--- config.mk ---
export PLATFORM = sky130hd
export DESIGN_NAME = dualmem_port_ctrl
export DESIGN_NICKNAME = d
export VERILOG_FILES = /design/src/rtl/dualmem_port_ctrl.sv
export SDC_FILE = /design/constraint.sdc
export NUM_CORES = 1
export LEC_CHECK = 0
export CAP_MARGIN = 10
export CORE_UTILIZATION = 40
export DETAILED_ROUTE_END_ITERATION = 8
export PLACE_DENSITY = 0.71
export SLEW_MARGIN = 20
export SYNTH_ARGS = -nofsm -noshare
export SYNTH_HDL_FRONTEND = slang
export SYNTH_SLANG_ARGS = --single-unit
--- constraint.sdc ---
create_clock -name clk -period 3.87 [get_ports clk]
set_input_delay 0.774 -clock clk [delete_from_list [all_inputs] [get_ports clk]]
set_output_delay 0.774 -clock clk [all_outputs]
set_load 0.01 [all_outputs]
--- src/rtl/dualmem_port_ctrl.sv ---
`default_nettype none
// ============================================================================
//  Module   : dualmem_port_ctrl
//  Purpose  : Valid/ready request front-end for one port of the dual-port
//             scratchpad. Converts byte-addressed requests into word-level
//             port signals, absorbs the 1-cycle read latency into an in-order
//             response FIFO, and optionally zero-fills the array after reset.
//  Revision : 1.0 - initial release
// ============================================================================
module dualmem_port_ctrl #(
  parameter int ADDR_W    = 13,
  parameter int DATA_W    = 64,
  parameter int RSP_DEPTH = 3,
  parameter int INIT_ZERO = 1
) (
  input  logic                clk,
  input  logic                rstn,
  input  logic                req_valid,
  output logic                req_ready,
  input  logic                req_we,
  input  logic [DATA_W/8-1:0] req_be,
  input  logic [ADDR_W+2:0]   req_addr,
  input  logic [DATA_W-1:0]   req_wdata,
  output logic                rsp_valid,
  input  logic                rsp_ready,
  output logic                rsp_we,
  output logic [DATA_W-1:0]   rsp_rdata,
  output logic                init_done,
  output logic [DATA_W/8-1:0] mem_en,
  output logic [DATA_W/8-1:0] mem_we,
  output logic [ADDR_W-1:0]   mem_addr,
  output logic [DATA_W-1:0]   mem_wdata,
  input  logic [DATA_W-1:0]   mem_rdata
);

  localparam int c_PTR_W = (RSP_DEPTH > 1) ? $clog2(RSP_DEPTH) : 1;
  localparam int c_CNT_W = $clog2(RSP_DEPTH + 1);
  localparam logic [c_CNT_W:0]  c_DEPTH    = (c_CNT_W + 1)'(RSP_DEPTH);
  localparam logic [c_PTR_W-1:0] c_PTR_LAST = c_PTR_W'(RSP_DEPTH - 1);

  typedef enum logic [0:0] {
    ST_INIT = 1'b0,
    ST_RUN  = 1'b1
  } state_t;

  localparam state_t c_RST_STATE = (INIT_ZERO != 0) ? ST_INIT : ST_RUN;

  state_t              r_state;
  state_t              w_state_nxt;
  logic                r_armed;       // keeps the fill writes off while rstn is low
  logic [ADDR_W-1:0]   r_cnt;
  logic                r_init_done;
  logic                r_inflight;
  logic                r_infl_we;
  logic [ADDR_W-1:0]   r_mem_addr;
  logic [DATA_W-1:0]   r_mem_wdata;
  logic [DATA_W-1:0]   r_fifo_data [RSP_DEPTH];
  logic                r_fifo_we   [RSP_DEPTH];
  logic [c_PTR_W-1:0]  r_wptr;
  logic [c_PTR_W-1:0]  r_rptr;
  logic [c_CNT_W-1:0]  r_fifo_cnt;

  logic                w_fill;
  logic                w_accept;
  logic                w_push;
  logic                w_pop;
  logic [c_CNT_W:0]    w_used;
  logic [DATA_W-1:0]   w_push_data;
  logic                w_unused_addr_lsbs;

  assign w_unused_addr_lsbs = ^req_addr[2:0];

  // Credits count both queued responses and the read still in the memory pipe.
  assign w_used    = {1'b0, r_fifo_cnt} + {{c_CNT_W{1'b0}}, r_inflight};
  assign req_ready = r_init_done && (r_state == ST_RUN) && (w_used < c_DEPTH);
  assign w_accept  = req_valid && req_ready;
  assign w_fill    = (r_state == ST_INIT) && r_armed;

  assign w_push      = r_inflight;
  assign w_push_data = r_infl_we ? '0 : mem_rdata;
  assign rsp_valid   = (r_fifo_cnt != '0);
  assign w_pop       = rsp_valid && rsp_ready;
  assign rsp_rdata   = rsp_valid ? r_fifo_data[r_rptr] : '0;
  assign rsp_we      = rsp_valid && r_fifo_we[r_rptr];
  assign init_done   = r_init_done;

  // Next-state and memory-port drive: fill writes, accepted requests, or idle hold.
  always_comb begin
    w_state_nxt = r_state;
    mem_en      = '0;
    mem_we      = '0;
    mem_addr    = r_mem_addr;
    mem_wdata   = r_mem_wdata;
    if (w_fill) begin
      mem_en    = '1;
      mem_we    = '1;
      mem_addr  = r_cnt;
      mem_wdata = '0;
      if (r_cnt == '1) begin
        w_state_nxt = ST_RUN;
      end
    end else if (w_accept) begin
      mem_en    = '1;
      mem_we    = req_we ? req_be : '0;
      mem_addr  = req_addr[ADDR_W+2:3];
      mem_wdata = req_wdata;
    end
  end

  // State register, fill counter, in-flight tracking and response FIFO.
  always_ff @(posedge clk or negedge rstn) begin
    if (!rstn) begin
      r_state     <= c_RST_STATE;
      r_armed     <= 1'b0;
      r_cnt       <= '0;
      r_init_done <= 1'b0;
      r_inflight  <= 1'b0;
      r_infl_we   <= 1'b0;
      r_mem_addr  <= '0;
      r_mem_wdata <= '0;
      r_wptr      <= '0;
      r_rptr      <= '0;
      r_fifo_cnt  <= '0;
      for (int i = 0; i < RSP_DEPTH; i++) begin
        r_fifo_data[i] <= '0;
        r_fifo_we[i]   <= 1'b0;
      end
    end else begin
      r_state     <= w_state_nxt;
      r_armed     <= 1'b1;
      r_mem_addr  <= mem_addr;
      r_mem_wdata <= mem_wdata;
      if (w_fill) begin
        r_cnt <= r_cnt + ADDR_W'(1);
      end
      if (w_state_nxt == ST_RUN) begin
        r_init_done <= 1'b1;
      end
      r_inflight <= w_accept;
      r_infl_we  <= w_accept && req_we;
      if (w_push) begin
        r_fifo_data[r_wptr] <= w_push_data;
        r_fifo_we[r_wptr]   <= r_infl_we;
        r_wptr <= (r_wptr == c_PTR_LAST) ? '0 : r_wptr + c_PTR_W'(1);
      end
      if (w_pop) begin
        r_rptr <= (r_rptr == c_PTR_LAST) ? '0 : r_rptr + c_PTR_W'(1);
      end
      case ({w_push, w_pop})
        2'b10:   r_fifo_cnt <= r_fifo_cnt + c_CNT_W'(1);
        2'b01:   r_fifo_cnt <= r_fifo_cnt - c_CNT_W'(1);
        default: r_fifo_cnt <= r_fifo_cnt;
      endcase
    end
  end

endmodule
`default_nettype wire
After elaboration in Yosys (flattened, before gate mapping)
Cells that the tools add are included.

Register bits: 296. Bits in latches: 0. RAM bits: 0. Memory bits (read-only): 0. Output and inout bits: 161. Memories: 0.

Add/subtract/negate cells: 6. $mul: 0. Div/mod/pow operators: 0. $lt $le $gt $ge: 4. Equal/unequal tests: 5. Shift-type cells: 0. Muxes and demuxes: 28. Bitwise gates (word level): 3. Reductions and logical operators: 10.

Operators with widths (count): two-way mux 64 bit (7); bitwise mux 192 bit (1); binary-select mux 64 bit (select 2 bit) (1); demux 64 bit (select 2 bit) (1); two-way mux 8 bit (5); two-way mux 13 bit (2); adder 13 x 1 -> 13 bit (second input constant) (1); equality test 13 bit (second input constant) (1); logical AND 1 bit (8); adder 2 x 1 -> 2 bit (second input constant) (3); equality test 2 bit (second input constant) (3); >= comparator 3 bit (second input constant) (2); inverter 2 -> 3 bit (2); two-way mux 1 bit (5); two-way mux 2 bit (2); one-hot mux 2 bit (2 select lines) (1); nonzero test 2 bit (2); adder 2 x 1 -> 3 bit (1); bitwise mux 3 bit (1); < comparator 3 x 1 -> 1 bit (second input constant) (1); < comparator 3 x 2 -> 1 bit (second input constant) (1); binary-select mux 1 bit (select 2 bit) (1); demux 1 bit (select 2 bit) (1); equality test 2 x 1 -> 1 bit (second input constant) (1); other kinds (2) (2).

Depth between registers and ports, before layout
Depth after elaboration: 6. Depth in mapped cells: 8. Mapped depth without buffers: 6.

Worst setup path after synthesis
No wires, ideal clock.

Path kind: register -> output. From: register r_inflight. To: output mem_wdata[10]. Arrival: 1931 ps. Required time: 3096 ps. Slack: 1165 ps. Cell stages (with the launch flop): 8. Buffers on the path: 2. Path through: dfrtp_1 > ha_1 > ha_1 > a21boi_2 > clkbuf_1 > buf_2 > nand3_1 > a21oi_1.

Longest elaborated chain between the ends: 6.

Ends and longest elaborated chain: start, declared (line 53) `logic r_inflight;`; start signal, assigned (line 139) `r_inflight <= w_accept;`; adder 2 x 1 -> 3 bit (line 74) `assign w_used = {1'b0, r_fifo_cnt} + {{c_CNT_W{1'b0}}, r_inflight};`; < comparator 3 x 2 -> 1 bit (line 75) `assign req_ready = r_init_done && (r_state == ST_RUN) && (w_used < c_DEPTH);`; logical AND 1 bit (line 75); logical AND 1 bit (line 76) `assign w_accept = req_valid && req_ready;`; two-way mux 64 bit (line 102) `end else if (w_accept) begin`; two-way mux 64 bit (line 94) `if (w_fill) begin`; end, declared (line 32) `output logic [DATA_W-1:0] mem_wdata,`.

Every way passes these cells.

Worst setup path in the final report
From: register r_fifo_cnt[0]. To: output mem_wdata[15].

Longest elaborated chain between the ends: 6.

Ends and longest elaborated chain: start, declared (line 61) `logic [c_CNT_W-1:0] r_fifo_cnt;`; start signal, assigned (line 150) `2'b10: r_fifo_cnt <= r_fifo_cnt + c_CNT_W'(1);`; start signal, assigned (line 151) `2'b01: r_fifo_cnt <= r_fifo_cnt - c_CNT_W'(1);`; start signal, assigned (line 152) `default: r_fifo_cnt <= r_fifo_cnt;`; adder 2 x 1 -> 3 bit (line 74); < comparator 3 x 2 -> 1 bit (line 75); logical AND 1 bit (line 75); logical AND 1 bit (line 76); two-way mux 64 bit (line 102); two-way mux 64 bit (line 94).

Every way passes these cells.

==> metrics.md <==
| Metric | Value |
|---|---|
| Starting density of the core | `40.6%` |
| Row cnt | `67` |
| Final hold vios | `0` |
| Crit Path Category | `flop to output pin` |
| CP delay by family, top | `buffers and inverters` |
| CP Data Arrival Time | `2.99 ns` |
| Fmax | `266 MHz` |
| Clk pin slew, worst setup/hold paths | `0.06 ns` |
| Post-placement cell count | `2121` |
| Max Cap Viol | `0` |
| Critical path required time | `3.10 ns` |
| Area contributors post-synth | `dfrtp_1 55%, o21ai_0 9.6%, nand2_1 7.4%, mux2i_1 4.8%, a21oi_1 4.8%` |
| Netlist Area Pre-Place | `13600 um^2` |
| Drt first pass iters | `6` |
| Max H-tree Level | `2` |
| Placeable Area | `33400 um^2` |
| Largest net degree at the start of global routing | `93` |
| Slew Limit Fails | `0` |
| Seq/Total Area, Yosys | `54.5%` |
| Worst hold path type | `input port to asynchronous set/reset pin` |
| Clk buf depth | `3` |
| Hold slack | `0.229 ns` |
| CP max FO | `34` |
| Synth top area share | `54.5%` |
| Number of port buffers | `314` |
| Final #Nets | `1880` |
| R2R Setup Slk | `1.77 ns` |
| GP Congestion | `0.841` |
| Worst Skew | `0.00891 ns` |
| Syn. warnings | `0` |
| Most frequent cells in the layout | `291 x dfrtp_1, 285 x clkdlybuf4s50_1, 266 x nand2_1, 260 x o21ai_0, 127 x a21oi_1` |
| FF-to-FF path depth | `6` |
| CTS buffer count | `34` |
| Initial antenna violation count | `2` |
| # IOs | `318` |
| Crit. End Element | `output pin` |
| Critical R2R Launch | `r_fifo_cnt[0]` |
| CP cell instances | `ha_1 > ha_1 > a21boi_4 > buf_12 > clkbuf_16 > nand3_1 > a21oi_1 > clkdlybuf4s50_1` |
| Post-synth EDFFs | `0` |
| Cell repeated most along the worst path | `ha_1` |
| Layout Cells excl Fill | `2193` |
| Final setup fails | `0` |
| Commonest non-fill, non-tap cell in the layout | `dfrtp_1` |
| Worst skew pair latency | `0.51 ns` |
| Die area | `34700 um^2` |
| Share of layout cells above drive strength 1 | `10.1%` |
| Post-synth ARST share | `100%` |
| Ys flop type | `dfrtp_1` |
| Post-Route WL | `38800 um` |
| Critical path startpoint category | `flop` |
| Die W | `186 um` |
| Number of synthesized register bits | `296` |
| Hold Buf Count CTS | `0` |
| Crit-path slowest cell | `clkdlybuf4s50_1` |
| Slowest stage delay, CP | `0.60 ns` |
| Largest area contributor in the netlist | `dfrtp_1` |
| Power, Total | `9.47 mW` |
| Bufs and invs on worst path | `3` |
| Residual DRC | `0` |
| Post-DP HPWL | `24000 um` |
| Worst slack, placed | `0.243 ns` |
| Vias in the first global route | `10939` |
| DR WL/cell | `17.7 um` |
| Drt first-iter violations | `583` |
| # fillers | `2966` |
| Slew @ Worst Pin | `1.02 ns` |
| Syn-to-layout area delta | `35.4%` |
| Pwr Density | `515 nW/um^2` |
| Tmin final | `3.76 ns` |
| Synth unique cells | `39` |
| GRT Resource Usage Total | `21.5%` |
| Crit share post-route | `97.2%` |
| Die Ht | `186 um` |
| Final ANT Viol Nets | `0` |
| Syn avg cell area | `9.32 um^2` |
| RR Endpoint | `r_mem_addr[4]` |
| Worst vdd ir | `0.370 mV` |
| Post-synthesis cell count | `1457` |
| Via density | `5.19` |
| Max-Slew Margin vs Limit | `31.9%` |
| First-pass GRT wire length | `58400 um` |
| Root Buffer | `clkbuf_16` |
| Status | `finished, final reports clean` |
| GRT overflow | `0` |
| CTS tree | `done` |
| Final Worst Setup Slack | `0.107 ns` |
| Via count | `11376` |
| Pleak | `8.84 nW` |
| CTS sink count | `296` |
| Syn nets | `1618` |
final cells by class:
cell class | count | area (um^2) | area share, %
antenna | 1 | 2.50 | 0.0136
tap | 448 | 561 | 3.05
timing repair buffer | 356 | 3720 | 20.2
clock buffer | 54 | 996 | 5.42
inverter | 8 | 30.0 | 0.163
sequential | 296 | 7420 | 40.3
clock inverter | 7 | 60.1 | 0.327
multi-input combinational | 1023 | 5610 | 30.5
where the power goes:
group | internal, mW | switching [mW]
clock network | 1.78 | 1.25
registers | 3.18 | 0.204
logic | 1.64 | 1.41
total | 6.60 | 2.87
worst reg2reg max path, delay by kind of cell (launching register included):
family / cells / cell delay (ns)
AOI/OAI and AO/OA: 2 / 0.63
adders and majority gates: 2 / 0.53
DFF: 1 / 0.45
buffers and inverters: 1 / 0.22
and+or+nand+nor: 1 / 0.14
registers in the layout, summed over array words and instances (netlist names):
register and count:
init_done 1, r_armed 1, r_cnt 13, r_fifo_cnt 2
r_fifo_data 192, r_fifo_we 3, r_infl_we 1, r_inflight 1
r_mem_addr 13, r_mem_wdata 64, r_rptr 2, r_state 1
r_wptr 2
Yosys cell counts (all sizes together) (4+ instances only):
library cell / count
clkbuf: 85
and2: 12
nand2b: 67
inv: 8
ha: 4
mux2i: 65
xnor2: 7
nor2: 7
and3: 13
a21o: 9
or2: 65
xor2: 8
dfrtp: 296
o21ai: 260
a221o: 12
nor3: 5
nor4: 4
buf: 45
nand2: 267
a21oi: 129
nand3: 69
per-stage QoR:
stage	utilization, %	TNS, ns	instance area, um^2
CTS	54.2	0	18100
global route	55.0	-0.0691	18400
detailed placement	51.1	0	17100
global placement	51.1	0	17100
floorplan	-	0	13600
finish	55.0	0	18400
what timing repair did:
item,CTS,global route
setup buffers,0,6
gates resized for setup,5,34
pin swaps,0,0
cloned,0,4
setup endpoints to repair,48,88
endpoints found under the hold margin,0,0
kinds of logic after synthesis:
| kind of cell | after synthesis | synth area share [%] |
|---|---|---|
| compound gates | 413 | 15.9 |
| xor+xnor | 15 | 0.967 |
| fa+ha+maj | 4 | 0.369 |
| buf+inv | 138 | 4.64 |
| flops | 296 | 54.5 |
| mux | 68 | 5.07 |
| other cells | 1 | 0.0276 |
| simple gates | 522 | 18.5 |
layer usage:
layer | vias to the layer above | share of wire (%) | GRT usage, %
met5 | - | 0.034 | 0
met4 | 2 | 2.8 | 7.02
met3 | 61 | 8.1 | 6.06
met2 | 396 | 47 | 34.9
met1 | 5476 | 42 | 27.8
li1 | 5441 | - | -
worst max path at each step:
stage             startpoint            end  slack [ns]  cells past startpoint
6_report       r_fifo_cnt[0]  mem_wdata[15]        0.11                      8
3_5_place_dp       req_valid  mem_wdata[39]        0.24                      6
3_3_place_gp       req_valid   mem_addr[12]        0.26                      6
4_1_cts        r_fifo_cnt[0]  mem_wdata[31]       0.009                      7
5_1_grt        r_fifo_cnt[0]  mem_wdata[15]       -0.04                      8
2_1_floorplan     r_inflight  mem_wdata[10]        1.16                      7
Power figures use the tool's default switching activity.
